$ cat src/rtl/fpmul_pkg.sv
// fpmul_pkg: shared definitions for the floating-point multiplier scheduler.
//   - Word geometry (WIDTH, WEXP, WSIG) and control field width (WCONTROL).
//   - Round mode encodings carried in control bits [1:0].
//   - Scheduler FSM state encoding.
//   - clog2: ceiling log2 for sizing requester IDs.
//   - sat_inc16: saturating 16-bit increment used by the optional counters.
package fpmul_pkg;

    localparam int WIDTH    = 32;
    localparam int WEXP     = 8;
    localparam int WSIG     = 23;
    localparam int WCONTROL = 5;

    typedef enum logic [1:0] {
        RN = 2'b00,
        RZ = 2'b01,
        RP = 2'b10,
        RM = 2'b11
    } round_mode_e;

    typedef enum logic [1:0] {
        ST_RUN   = 2'b00,
        ST_DRAIN = 2'b01,
        ST_DONE  = 2'b10
    } sched_state_e;

    function automatic int clog2(input int value);
        int result;
        result = 0;
        for (int v = value - 1; v > 0; v = v >> 1) begin
            result = result + 1;
        end
        return result;
    endfunction

    function automatic logic [15:0] sat_inc16(input logic [15:0] value);
        return (value == 16'hFFFF) ? value : value + 16'd1;
    endfunction

endpackage

$ cat src/rtl/fpmul_sched_rr_arbiter.sv
// rr_arbiter: NREQ-wide round-robin priority select.
//   req     - request vector
//   pointer - highest-priority requester this cycle (0..NREQ-1)
//   grant   - one-hot grant (all zero when no request)
//   index   - binary index of the granted requester
//   any     - at least one request present
module rr_arbiter #(
    parameter int NREQ = 4,
    parameter int IDW  = 2
) (
    input  logic [NREQ-1:0] req,
    input  logic [IDW-1:0]  pointer,
    output logic [NREQ-1:0] grant,
    output logic [IDW-1:0]  index,
    output logic            any
);
    import fpmul_pkg::*;

    logic [NREQ-1:0] rot_s;
    int              first_s;
    int              sum_s;

    // Rotate requests so the pointer sits at bit 0, find the lowest set bit,
    // then map that offset back to an absolute requester index.
    always_comb begin
        rot_s   = NREQ'({req, req} >> pointer);
        first_s = 0;
        // Descending scan leaves the lowest set offset in first_s.
        for (int k = NREQ - 1; k >= 0; k--) begin
            first_s = rot_s[k] ? k : first_s;
        end
        sum_s = int'(pointer) + first_s;
        sum_s = (sum_s >= NREQ) ? (sum_s - NREQ) : sum_s;
        any   = |req;
        index = IDW'(sum_s);
        grant = any ? (NREQ'(1) << index) : {NREQ{1'b0}};
    end

endmodule

$ cat src/rtl/fpmul_sched.sv
// fpmul_sched: round-robin scheduler sharing one fixed-latency pipelined
// floating-point multiplier between NREQ requesters.
//   clk, rst_n            - clock, asynchronous active-low reset
//   req_valid/req_ready   - per-requester handshake; req_a/req_b/req_control packed
//   mul_a/mul_b/mul_control, mul_en, mul_result - multiplier interface
//   res_valid/res_ready, res_data, res_id - tagged result stream, in issue order
//   flush_req/flush_done  - drain handshake; busy - any op in flight
// Optional build macro FPMUL_SCHED_PERF_EN adds perf_clr, perf_grants (per
// requester 16-bit saturating grant counts) and perf_stalls (16-bit saturating
// stall-cycle count).
module fpmul_sched #(
    parameter  int NREQ     = 4,
    parameter  int WIDTH    = fpmul_pkg::WIDTH,
    parameter  int WCONTROL = fpmul_pkg::WCONTROL,
    parameter  int LAT      = 3,
    localparam int IDW      = fpmul_pkg::clog2(NREQ)
) (
    input  logic                     clk,
    input  logic                     rst_n,
    input  logic [NREQ-1:0]          req_valid,
    output logic [NREQ-1:0]          req_ready,
    input  logic [NREQ*WIDTH-1:0]    req_a,
    input  logic [NREQ*WIDTH-1:0]    req_b,
    input  logic [NREQ*WCONTROL-1:0] req_control,
    output logic [WIDTH-1:0]         mul_a,
    output logic [WIDTH-1:0]         mul_b,
    output logic [WCONTROL-1:0]      mul_control,
    output logic                     mul_en,
    input  logic [WIDTH-1:0]         mul_result,
    output logic                     res_valid,
    input  logic                     res_ready,
    output logic [WIDTH-1:0]         res_data,
    output logic [IDW-1:0]           res_id,
    input  logic                     flush_req,
    output logic                     flush_done,
`ifdef FPMUL_SCHED_PERF_EN
    input  logic                     perf_clr,
    output logic [NREQ*16-1:0]       perf_grants,
    output logic [15:0]              perf_stalls,
`endif
    output logic                     busy
);
    import fpmul_pkg::*;

    sched_state_e    state_r;
    sched_state_e    state_nxt_s;
    logic            run_s;
    logic [IDW-1:0]  ptr_r;
    logic [LAT-1:0]  vld_r;
    logic [IDW-1:0]  tag_r [LAT];
    logic            hold_s;
    logic            issue_ok_s;
    logic            accept_s;
    logic [NREQ-1:0] grant_s;
    logic [IDW-1:0]  gidx_s;
    logic            gany_s;

    rr_arbiter #(
        .NREQ (NREQ),
        .IDW  (IDW)
    ) u_arb (
        .req     (req_valid),
        .pointer (ptr_r),
        .grant   (grant_s),
        .index   (gidx_s),
        .any     (gany_s)
    );

    // A result waiting on the consumer freezes the whole pipeline.
    assign hold_s     = vld_r[LAT-1] & ~res_ready;
    assign mul_en     = ~hold_s;
    // rst_n term keeps req_ready low while reset is held, so no requester
    // sees a handshake that the (cleared) pipeline will not honour.
    assign issue_ok_s = run_s & ~hold_s & rst_n;
    assign accept_s   = issue_ok_s & gany_s;
    assign req_ready  = grant_s & {NREQ{issue_ok_s}};

    // Operand mux: always follows the arbiter choice; only meaningful on accept.
    always_comb begin
        mul_a       = req_a[int'(gidx_s) * WIDTH +: WIDTH];
        mul_b       = req_b[int'(gidx_s) * WIDTH +: WIDTH];
        mul_control = req_control[int'(gidx_s) * WCONTROL +: WCONTROL];
    end

    // Round-robin pointer: moves just past the requester that was accepted.
    always_ff @(posedge clk or negedge rst_n) begin
        if (!rst_n) begin
            ptr_r <= '0;
        end else if (accept_s) begin
            ptr_r <= (gidx_s == IDW'(NREQ - 1)) ? '0 : gidx_s + IDW'(1);
        end
    end

    // Valid/tag shadow pipeline, advancing in lockstep with the multiplier.
    always_ff @(posedge clk or negedge rst_n) begin
        if (!rst_n) begin
            vld_r <= '0;
            for (int i = 0; i < LAT; i++) begin
                tag_r[i] <= '0;
            end
        end else if (!hold_s) begin
            vld_r[0] <= accept_s;
            tag_r[0] <= gidx_s;
            for (int i = 1; i < LAT; i++) begin
                vld_r[i] <= vld_r[i-1];
                tag_r[i] <= tag_r[i-1];
            end
        end
    end

    assign res_valid = vld_r[LAT-1];
    assign res_id    = tag_r[LAT-1];
    assign res_data  = mul_result;
    assign busy      = |vld_r;

    // Flush FSM state register.
    always_ff @(posedge clk or negedge rst_n) begin
        if (!rst_n) begin
            state_r <= ST_RUN;
        end else begin
            state_r <= state_nxt_s;
        end
    end

    // Flush FSM next-state logic. From RUN an already-empty pipeline with no
    // issue this cycle skips DRAIN so flush_done follows one cycle later.
    always_comb begin
        state_nxt_s = state_r;
        case (state_r)
            ST_RUN: begin
                if (flush_req) begin
                    state_nxt_s = (!busy && !accept_s) ? ST_DONE : ST_DRAIN;
                end else begin
                    state_nxt_s = ST_RUN;
                end
            end
            ST_DRAIN: begin
                if (!flush_req) begin
                    state_nxt_s = ST_RUN;
                end else if (!busy) begin
                    state_nxt_s = ST_DONE;
                end else begin
                    state_nxt_s = ST_DRAIN;
                end
            end
            ST_DONE: begin
                state_nxt_s = flush_req ? ST_DONE : ST_RUN;
            end
            default: begin
                state_nxt_s = ST_RUN;
            end
        endcase
    end

    // Flush FSM outputs, decoded straight from the state register.
    always_comb begin
        run_s      = 1'b0;
        flush_done = 1'b0;
        case (state_r)
            ST_RUN:   run_s      = 1'b1;
            ST_DONE:  flush_done = 1'b1;
            default: begin
                run_s      = 1'b0;
                flush_done = 1'b0;
            end
        endcase
    end

`ifdef FPMUL_SCHED_PERF_EN
    logic [NREQ-1:0][15:0] grant_cnt_r;
    logic [15:0]           stall_cnt_r;

    // Saturating usage counters; perf_clr takes priority over counting.
    always_ff @(posedge clk or negedge rst_n) begin
        if (!rst_n) begin
            grant_cnt_r <= '0;
            stall_cnt_r <= '0;
        end else if (perf_clr) begin
            grant_cnt_r <= '0;
            stall_cnt_r <= '0;
        end else begin
            for (int k = 0; k < NREQ; k++) begin
                if (accept_s && grant_s[k]) begin
                    grant_cnt_r[k] <= sat_inc16(grant_cnt_r[k]);
                end
            end
            if (hold_s) begin
                stall_cnt_r <= sat_inc16(stall_cnt_r);
            end
        end
    end

    assign perf_grants = grant_cnt_r;
    assign perf_stalls = stall_cnt_r;
`else
    // Counters are not built in this configuration.
`endif

endmodule

$ cat config.mk
export PLATFORM = sky130hd
export DESIGN_NAME = fpmul_sched
export DESIGN_NICKNAME = d
export VERILOG_FILES = /design/src/rtl/fpmul_pkg.sv /design/src/rtl/fpmul_sched_rr_arbiter.sv /design/src/rtl/fpmul_sched.sv
export SDC_FILE = /design/constraint.sdc
export NUM_CORES = 1
export LEC_CHECK = 0
export BUFFER_PORTS_ARGS = -buffer_cell sky130_fd_sc_hd__buf_4
export CORE_AREA = 5 5 165 167
export CTS_CLUSTER_DIAMETER = 150
export DETAILED_ROUTE_END_ITERATION = 10
export DIE_AREA = 0 0 170 172
export SETUP_SLACK_MARGIN = 0.5
export SLEW_MARGIN = 20
export SYNTH_ARGS = -nofsm -noshare
export SYNTH_HDL_FRONTEND = slang
export SYNTH_SLANG_ARGS = --single-unit
$ cat constraint.sdc
create_clock -name clk -period 10.7 [get_ports clk]
set_clock_uncertainty 0.2 [all_clocks]
set_input_delay 2.14 -clock clk [delete_from_list [all_inputs] [get_ports clk]]
set_output_delay 2.14 -clock clk [all_outputs]
set_load 0.05 [all_outputs]
==> flow_metrics.py, run 1 <==
metrics = {
    "critical_path": {
        "worst_setup_path_startpoint": "req_valid[1]",
        "worst-setup-path-type": "in2out",
        "critical_path.cell_chain": "buf_4 -> and2b_1 -> a221o_1 -> nand2_1 -> o221ai_1 -> ha_4 -> buf_4 -> buf_4 -> mux2i_1 -> mux2i_1 -> buf_4",
        "startpoint_type": "input pin",
        "cp_slowest_stage_delay_ps": 650,
        "worstReg2RegStart": "ptr_r[0]$_DFFE_PN0P_",
        "worst-path-max-fanout": 41,
        "crit_slowest_cell": "sky130_fd_sc_hd__buf_4",
        "cpMostUsedCell": "sky130_fd_sc_hd__buf_4",
        "timing.critical_path.to_type": "output port",
        "required_ps": 8360,
        "cp.arrival_ps": 5150,
    },
    "placement": {
        "numPortBuffers": 362,
        "placement.cell_area_sq_mm": 0.00599,
        "routabilityCongestion": 0.831,
        "place_inst": 991,
        "dpl.hpwl_microns": 13200,
    },
    "clocking": {
        "cts_root_buf": "sky130_fd_sc_hd__clkbuf_16",
        "post_cts_resize_count": 0,
        "cts_max_level": 1,
        "postCtsHoldBufs": 0,
        "postCtsSetupBuffers": 0,
        "cts_inserted_buffers": 3,
        "clock_sinks": 13,
        "cts_tree": "done",
        "worstSkewPairLatency_ps": 230,
        "clock_path_buffers": 2,
        "path_clk_slew_ps": 40,
    },
    "floorplan": {
        "fp-row-count": 59,
        "core_area_sq_mm": 0.0256,
        "start_util": 0.126,
        "io-pin-count": 427,
        "die_height_microns": 172,
        "die_area_sq_mm": 0.0292,
        "die_w_microns": 170,
    },
    "route": {
        "met3_length_microns": 1380,
        "detailroute.wirelength.met2_microns": 7810,
        "detail_route.first_pass.iterations": 4,
        "route.antenna.remaining_nets": 0,
        "post-route-drc-count": 0,
        "detail_route.iter0.violations": 101,
        "wirelength_met1_microns": 5660,
        "vias": 3777,
        "route.top_layer_used": "met4",
        "post_drt_wl_per_cell_microns": 15.1,
        "wirelength_microns": 15000,
        "detail_route.vias_per_cell": 3.80,
    },
    "hold_path": {
        "timing.hold.worst.start": "res_id[1]$_DFFE_PN0N_",
        "min-delay-path-class": "reg2reg",
    },
    "timing": {
        "setup_tns_ps": 0,
        "slew_headroom": 0.300,
        "post-route-min-period_ps": 7490,
        "fmax_mhz": 134,
        "setup_violations": 0,
        "finalCritPeriodShare": 0.700,
        "unrepaired_setup_endpoints_after_global_routing": "false",
        "timing_worst_slew_pin_value_ps": 1050,
        "final-max-slew-violation-count": 0,
        "hold_viol_final": 0,
    },
    "logic_synthesis": {
        "synth.net_count": 667,
        "synth_area_sq_mm": 0.00322,
        "number_of_enable_type_register_cells_in_the_synthesized_netlist": 0,
        "synth.ff_latch_count": 13,
        "synth_flop_cell": "sky130_fd_sc_hd__dfrtp_1",
        "synth-warning-count": 0,
        "synthArstFlopShare": 1.00,
        "synth_cell_types": 32,
        "synth_sequential_area_ratio": 0.101,
        "avgSynthCellArea_sq_um": 9.22,
        "post_synth_inst_count": 349,
    },
    "final_layout": {
        "diodes": 0,
        "register_area_sq_um": 325,
        "finish.net_count": 979,
        "multi_input_area_sq_mm": 0.00248,
        "layout.core_utilization": 0.237,
        "final.fill_count": 2841,
        "syn_to_final_growth_pct": 88.7,
        "finish.instance_area_sq_mm": 0.00607,
        "drive_above_1_share": 0.570,
        "finalNonFillerCells": 995,
        "layout.cells.most_common_list": "sky130_fd_sc_hd__buf_4 (367), sky130_fd_sc_hd__mux2i_1 (208), sky130_fd_sc_hd__nand2_1 (26)",
        "most_frequent_standard_cell_in_the_layout_excluding_fill_and_tap_cells": "sky130_fd_sc_hd__buf_4",
    },
    "global_routing": {
        "grt_max_degree": 63,
        "grt_overflow": 0,
        "global_route.usage.total": 0.0885,
        "grt_first_pass_wirelength_microns": 21000,
        "vias_in_the_first_global_route": 3963,
        "grt_antenna_before_repair": 0,
    },
    "run_status": {
        "status": "complete, no violations",
    },
    "run": {
        "maxCapViolCount": 0,
    },
}
## cells by family after synthesis
family                     Yosys count  share of synthesized area
AOI/OAI and AO/OA                   10                     0.0253
xor gates and xnor gates             2                     0.0113
adders and majority gates            2                    0.00777
buffers and inverters               64                      0.133
DFF                                 13                      0.101
muxes                              210                      0.654
and+or+nand+nor                     48                     0.0684
## cells in the mapped netlist (all sizes together), types with 3 or more instances
library cell / n / share of area
nand2b: 3 / 0.0058
nor3: 4 / 0.0078
buf: 44 / 0.11
nor2: 7 / 0.0082
clkbuf: 16 / 0.019
inv: 3 / 0.0035
nand2: 26 / 0.030
dfrtp: 13 / 0.10
mux2i: 208 / 0.65
## state kept, by name, indices dropped and copies added, names as in the netlist
signal and cells:
ptr_r 2, vld_r 3, tag_r 4, state_r 2, res_id 2
## area by class of cell
| cell class | instances | share of cell area |
|---|---|---|
| repair buffers | 367 | 0.454 |
| multi-input cells | 272 | 0.408 |
| well taps | 335 | 0.0690 |
| flip-flops and latches | 13 | 0.0536 |
| clock buffers | 4 | 0.0130 |
| inverters | 4 | 0.00247 |
## critical path, delay by kind of cell
| kind | cells | cell delay (ps) |
|---|---|---|
| buffers and inverters | 4 | 1490 |
| AOI/OAI and AO/OA | 2 | 440 |
| adders and majority gates | 1 | 390 |
| muxes | 2 | 360 |
| and+or+nand+nor | 2 | 260 |
## routing by layer
| metal | vias up | global-route usage |
|---|---|---|
| met5 | - | 0 |
| met2 | 192 | 0.159 |
| met3 | 10 | 0.0286 |
| li1 | 1860 | - |
| met4 | 0 | 0.0142 |
| met1 | 1715 | 0.105 |
## path summary, 6_finish.rpt
| kind | end | slack (ps) | cells after the start |
|---|---|---|---|
| worst max-delay path | mul_a[15] | 3210 | 11 |
| worst min-delay path | res_id[1]$_DFFE_PN0N_ | 270 | 2 |
| worst max register to register | ptr_r[1]$_DFFE_PN0P_ | 7210 | 11 |
| worst min register to register | res_id[1]$_DFFE_PN0N_ | 270 | 2 |
| max in group asynchronous | vld_r[2]$_DFFE_PN0N_ | 8590 | 1 |
| min in group asynchronous | res_id[0]$_DFFE_PN0N_ | 1540 | 1 |
## through the flow
step                worst slack (ps)  hold slack [ps]
floorplan                       3440              239
global placement                3220              256
detailed placement              3190              263
CTS                             3180              274
global route                    2990              305
finish                          3210              274
Power of run 1 is left out: the tool's default activity adds up to more than one toggle a clock period on the data nets, which glitch-free logic cannot reach.
==> inputs of run 2 (changes only) <==
--- a/config.mk
+++ b/config.mk
@@ -5,6 +5,7 @@
 export SDC_FILE = /design/constraint.sdc
 export NUM_CORES = 1
 export LEC_CHECK = 0
+export ABC_AREA = 1
 export BUFFER_PORTS_ARGS = -buffer_cell sky130_fd_sc_hd__buf_4
 export CORE_AREA = 5 5 165 167
 export CTS_CLUSTER_DIAMETER = 150
==> constraint.sdc (replaced) <==
create_clock -name clk -period 6.44 [get_ports clk]
set_clock_uncertainty 0.2 [all_clocks]
set_input_delay 1.288 -clock clk [delete_from_list [all_inputs] [get_ports clk]]
set_output_delay 1.288 -clock clk [all_outputs]
set_load 0.05 [all_outputs]
==> run 2 against run 1 <==
  * Register-to-register slack got worse by 4000 ps
  * Synthesized cell count rose by 130%
  * Via count increased by 50%
  * Clock-buffer cell count stayed put
  * Area after synthesis grew 12%
  * Final area grew 6.2%
  * Critical path type unchanged
  * Critical endpoint is now mul_a[5]
  * Highest routed layer unchanged
==> flow_metrics.py, run 2 <==
metrics = {
    "final_layout": {
        "syn_to_final_growth_pct": 78.4,
        "largest_register": "tag_r",
        "layout.cells.most_common_list": "sky130_fd_sc_hd__nand2_1 (588), sky130_fd_sc_hd__buf_4 (367), sky130_fd_sc_hd__nand3_1 (78)",
        "final.fill_count": 2949,
        "finalNonFillerCells": 1428,
        "finish.net_count": 1412,
        "drive_above_1_share": 0.349,
        "largest_register_ffs": 4,
        "largest_registers": "tag_r (4), vld_r (3)",
        "diodes": 0,
        "finish.instance_area_sq_mm": 0.00645,
        "most_frequent_standard_cell_in_the_layout_excluding_fill_and_tap_cells": "sky130_fd_sc_hd__nand2_1",
    },
    "clocking": {
        "cts_inserted_buffers": 3,
        "postCtsHoldBufs": 0,
        "cts_tree": "done",
        "postCtsSetupBuffers": 0,
        "cts_root_buf": "sky130_fd_sc_hd__clkbuf_16",
        "cts_max_level": 1,
        "post_cts_resize_count": 0,
        "clock_sinks": 13,
        "clock_path_buffers": 2,
        "worstSkewPairLatency_ps": 240,
        "path_clk_slew_ps": 50,
    },
    "critical_path": {
        "reg2regPathDepth": 15,
        "worst-path-max-fanout": 36,
        "worstReg2RegStart": "ptr_r[0]$_DFFE_PN0P_",
        "worst-setup-path-type": "in2out",
        "required_ps": 4950,
        "cp.arrival_ps": 3920,
        "timing.reg2reg.setup_slack_ps": 3200,
        "timing.critical_path.to_type": "output port",
        "startpoint_type": "input pin",
        "reg2reg_to": "ptr_r[1]$_DFFE_PN0P_",
    },
    "timing": {
        "timing_worst_slew_pin_value_ps": 834,
        "final-max-slew-violation-count": 0,
        "setup_violations": 0,
        "slew_headroom": 0.444,
        "post-route-min-period_ps": 5400,
        "finalCritPeriodShare": 0.839,
        "fmax_mhz": 185,
        "unrepaired_setup_endpoints_after_global_routing": "false",
        "setup_tns_ps": 0,
        "hold_viol_final": 0,
    },
    "floorplan": {
        "fp-row-count": 59,
        "die_height_microns": 172,
        "core_area_sq_mm": 0.0256,
        "start_util": 0.141,
        "die_w_microns": 170,
        "die_area_sq_mm": 0.0292,
        "io-pin-count": 427,
    },
    "logic_synthesis": {
        "synth.net_count": 1125,
        "synthArstFlopShare": 1.00,
        "synth.ff_latch_count": 13,
        "synth_cell_types": 23,
        "synth-warning-count": 0,
        "synth_area_leader_cell": "sky130_fd_sc_hd__nand2_1",
        "synth.top_cell.area_share": 0.611,
        "synth.top_cells.by_count": "sky130_fd_sc_hd__nand2_1 (588), sky130_fd_sc_hd__nand3_1 (78), sky130_fd_sc_hd__buf_4 (36), sky130_fd_sc_hd__clkbuf_1 (28), sky130_fd_sc_hd__buf_2 (15)",
        "synth_area_sq_mm": 0.00361,
        "post_synth_inst_count": 807,
        "synth_sequential_area_ratio": 0.0900,
        "number_of_enable_type_register_cells_in_the_synthesized_netlist": 0,
        "synth_flop_cell": "sky130_fd_sc_hd__dfrtp_1",
        "avgSynthCellArea_sq_um": 4.48,
        "synthTopCellsByArea": "sky130_fd_sc_hd__nand2_1 (61%), sky130_fd_sc_hd__nand3_1 (11%), sky130_fd_sc_hd__dfrtp_1 (9.0%)",
        "yosysMostFrequentCell": "sky130_fd_sc_hd__nand2_1",
    },
    "run_status": {
        "status": "complete, no violations",
    },
    "route": {
        "wirelength_microns": 18500,
        "detail_route.vias_per_cell": 3.97,
        "detail_route.first_pass.iterations": 4,
        "post_drt_wl_per_cell_microns": 12.9,
        "detail_route.iter0.violations": 252,
        "route.antenna.remaining_nets": 0,
        "post-route-drc-count": 0,
        "vias": 5675,
    },
    "global_routing": {
        "grt_overflow": 0,
        "grt_max_degree": 141,
        "grt_antenna_before_repair": 0,
        "vias_in_the_first_global_route": 5410,
        "grt_first_pass_wirelength_microns": 27400,
        "global_route.usage.total": 0.112,
    },
    "run": {
        "maxCapViolCount": 0,
    },
    "placement": {
        "routabilityCongestion": 0.809,
        "place_inst": 1424,
        "dpl.hpwl_microns": 14700,
        "numPortBuffers": 362,
        "placement.cell_area_sq_mm": 0.00637,
    },
    "hold_path": {
        "min-delay-path-class": "reg2reg",
        "timing.hold.worst.start": "tag_r[5]$_DFFE_PN0N_",
        "min_delay_path_depth": 2,
        "worstHoldEndpoint": "tag_r[3]$_DFFE_PN0N_",
    },
}
[run 2: changes by cell type after synthesis, sizes merged, moves of 9 or more]
cell	delta
nand3	+78
clkbuf	+12
inv	+9
mux2i	-208
nand2	+564
buf	+15
[run 2: stage by stage]
stage,worst slack (ps),hold WS [ps],utilization
final,1040,267,0.252
after global routing,733,281,0.252
after CTS,995,268,0.252
after detailed placement,1010,258,0.249
after global placement,996,251,0.249
after floorplan,1340,242,-
[run 2: how the worst max path moves through the flow]
stage                             from  slack (ps)            to  cells past startpoint
after floorplan           req_valid[1]        1340  req_ready[2]                     12
after global placement    req_valid[1]        1000      mul_a[4]                     14
after detailed placement  req_valid[1]        1010      mul_a[5]                     14
after CTS                 req_valid[1]         990      mul_a[5]                     14
after global routing      req_valid[1]         730     mul_a[14]                     15
final                     req_valid[1]        1040      mul_a[5]                     14
[run 2: kinds of logic (layout without fill, tap and decap cells)]
kind of cell               Yosys count  count (layout)  synth area share
adders and majority gates            2               2           0.00692
buffers and inverters              101             387             0.147
and+or+nand+nor                    681             681             0.739
xor gates and xnor gates             1               1           0.00242
DFF                                 13              13            0.0900
AOI/OAI and AO/OA                    9               9            0.0142
[run 2: cell type report]
| type | instances | area [sq um] | area share |
|---|---|---|---|
| timing repair buffer | 369 | 2800 | 0.433 |
| multi-input combinational | 693 | 2780 | 0.430 |
| tap | 335 | 419 | 0.0650 |
| sequential | 13 | 325 | 0.0504 |
| clock buffer | 4 | 78.8 | 0.0122 |
| inverter | 14 | 55.1 | 0.00854 |
[run 2: worst max-delay path, stage by stage]
cell	delay, ps
sky130_fd_sc_hd__buf_4	120
sky130_fd_sc_hd__nand2_1	80
sky130_fd_sc_hd__nand3_1	80
sky130_fd_sc_hd__nand2_1	90
sky130_fd_sc_hd__nand3_1	60
sky130_fd_sc_hd__a21boi_0	280
sky130_fd_sc_hd__ha_4	180
sky130_fd_sc_hd__xor2_1	240
sky130_fd_sc_hd__inv_2	70
sky130_fd_sc_hd__nand3_4	360
sky130_fd_sc_hd__buf_4	460
sky130_fd_sc_hd__nand3_1	220
sky130_fd_sc_hd__nand2_1	140
sky130_fd_sc_hd__buf_4	200
[run 2: per-layer routing]
layer  up-vias  GRT usage  routed length, microns
met5         -          0                       0
met2       236      0.201                    9190
li1       2992          -                       -
met1      2429      0.141                    7630
met4         0     0.0191                     219
met3        18     0.0210                    1410
Power of run 2 is left out for the same reason.
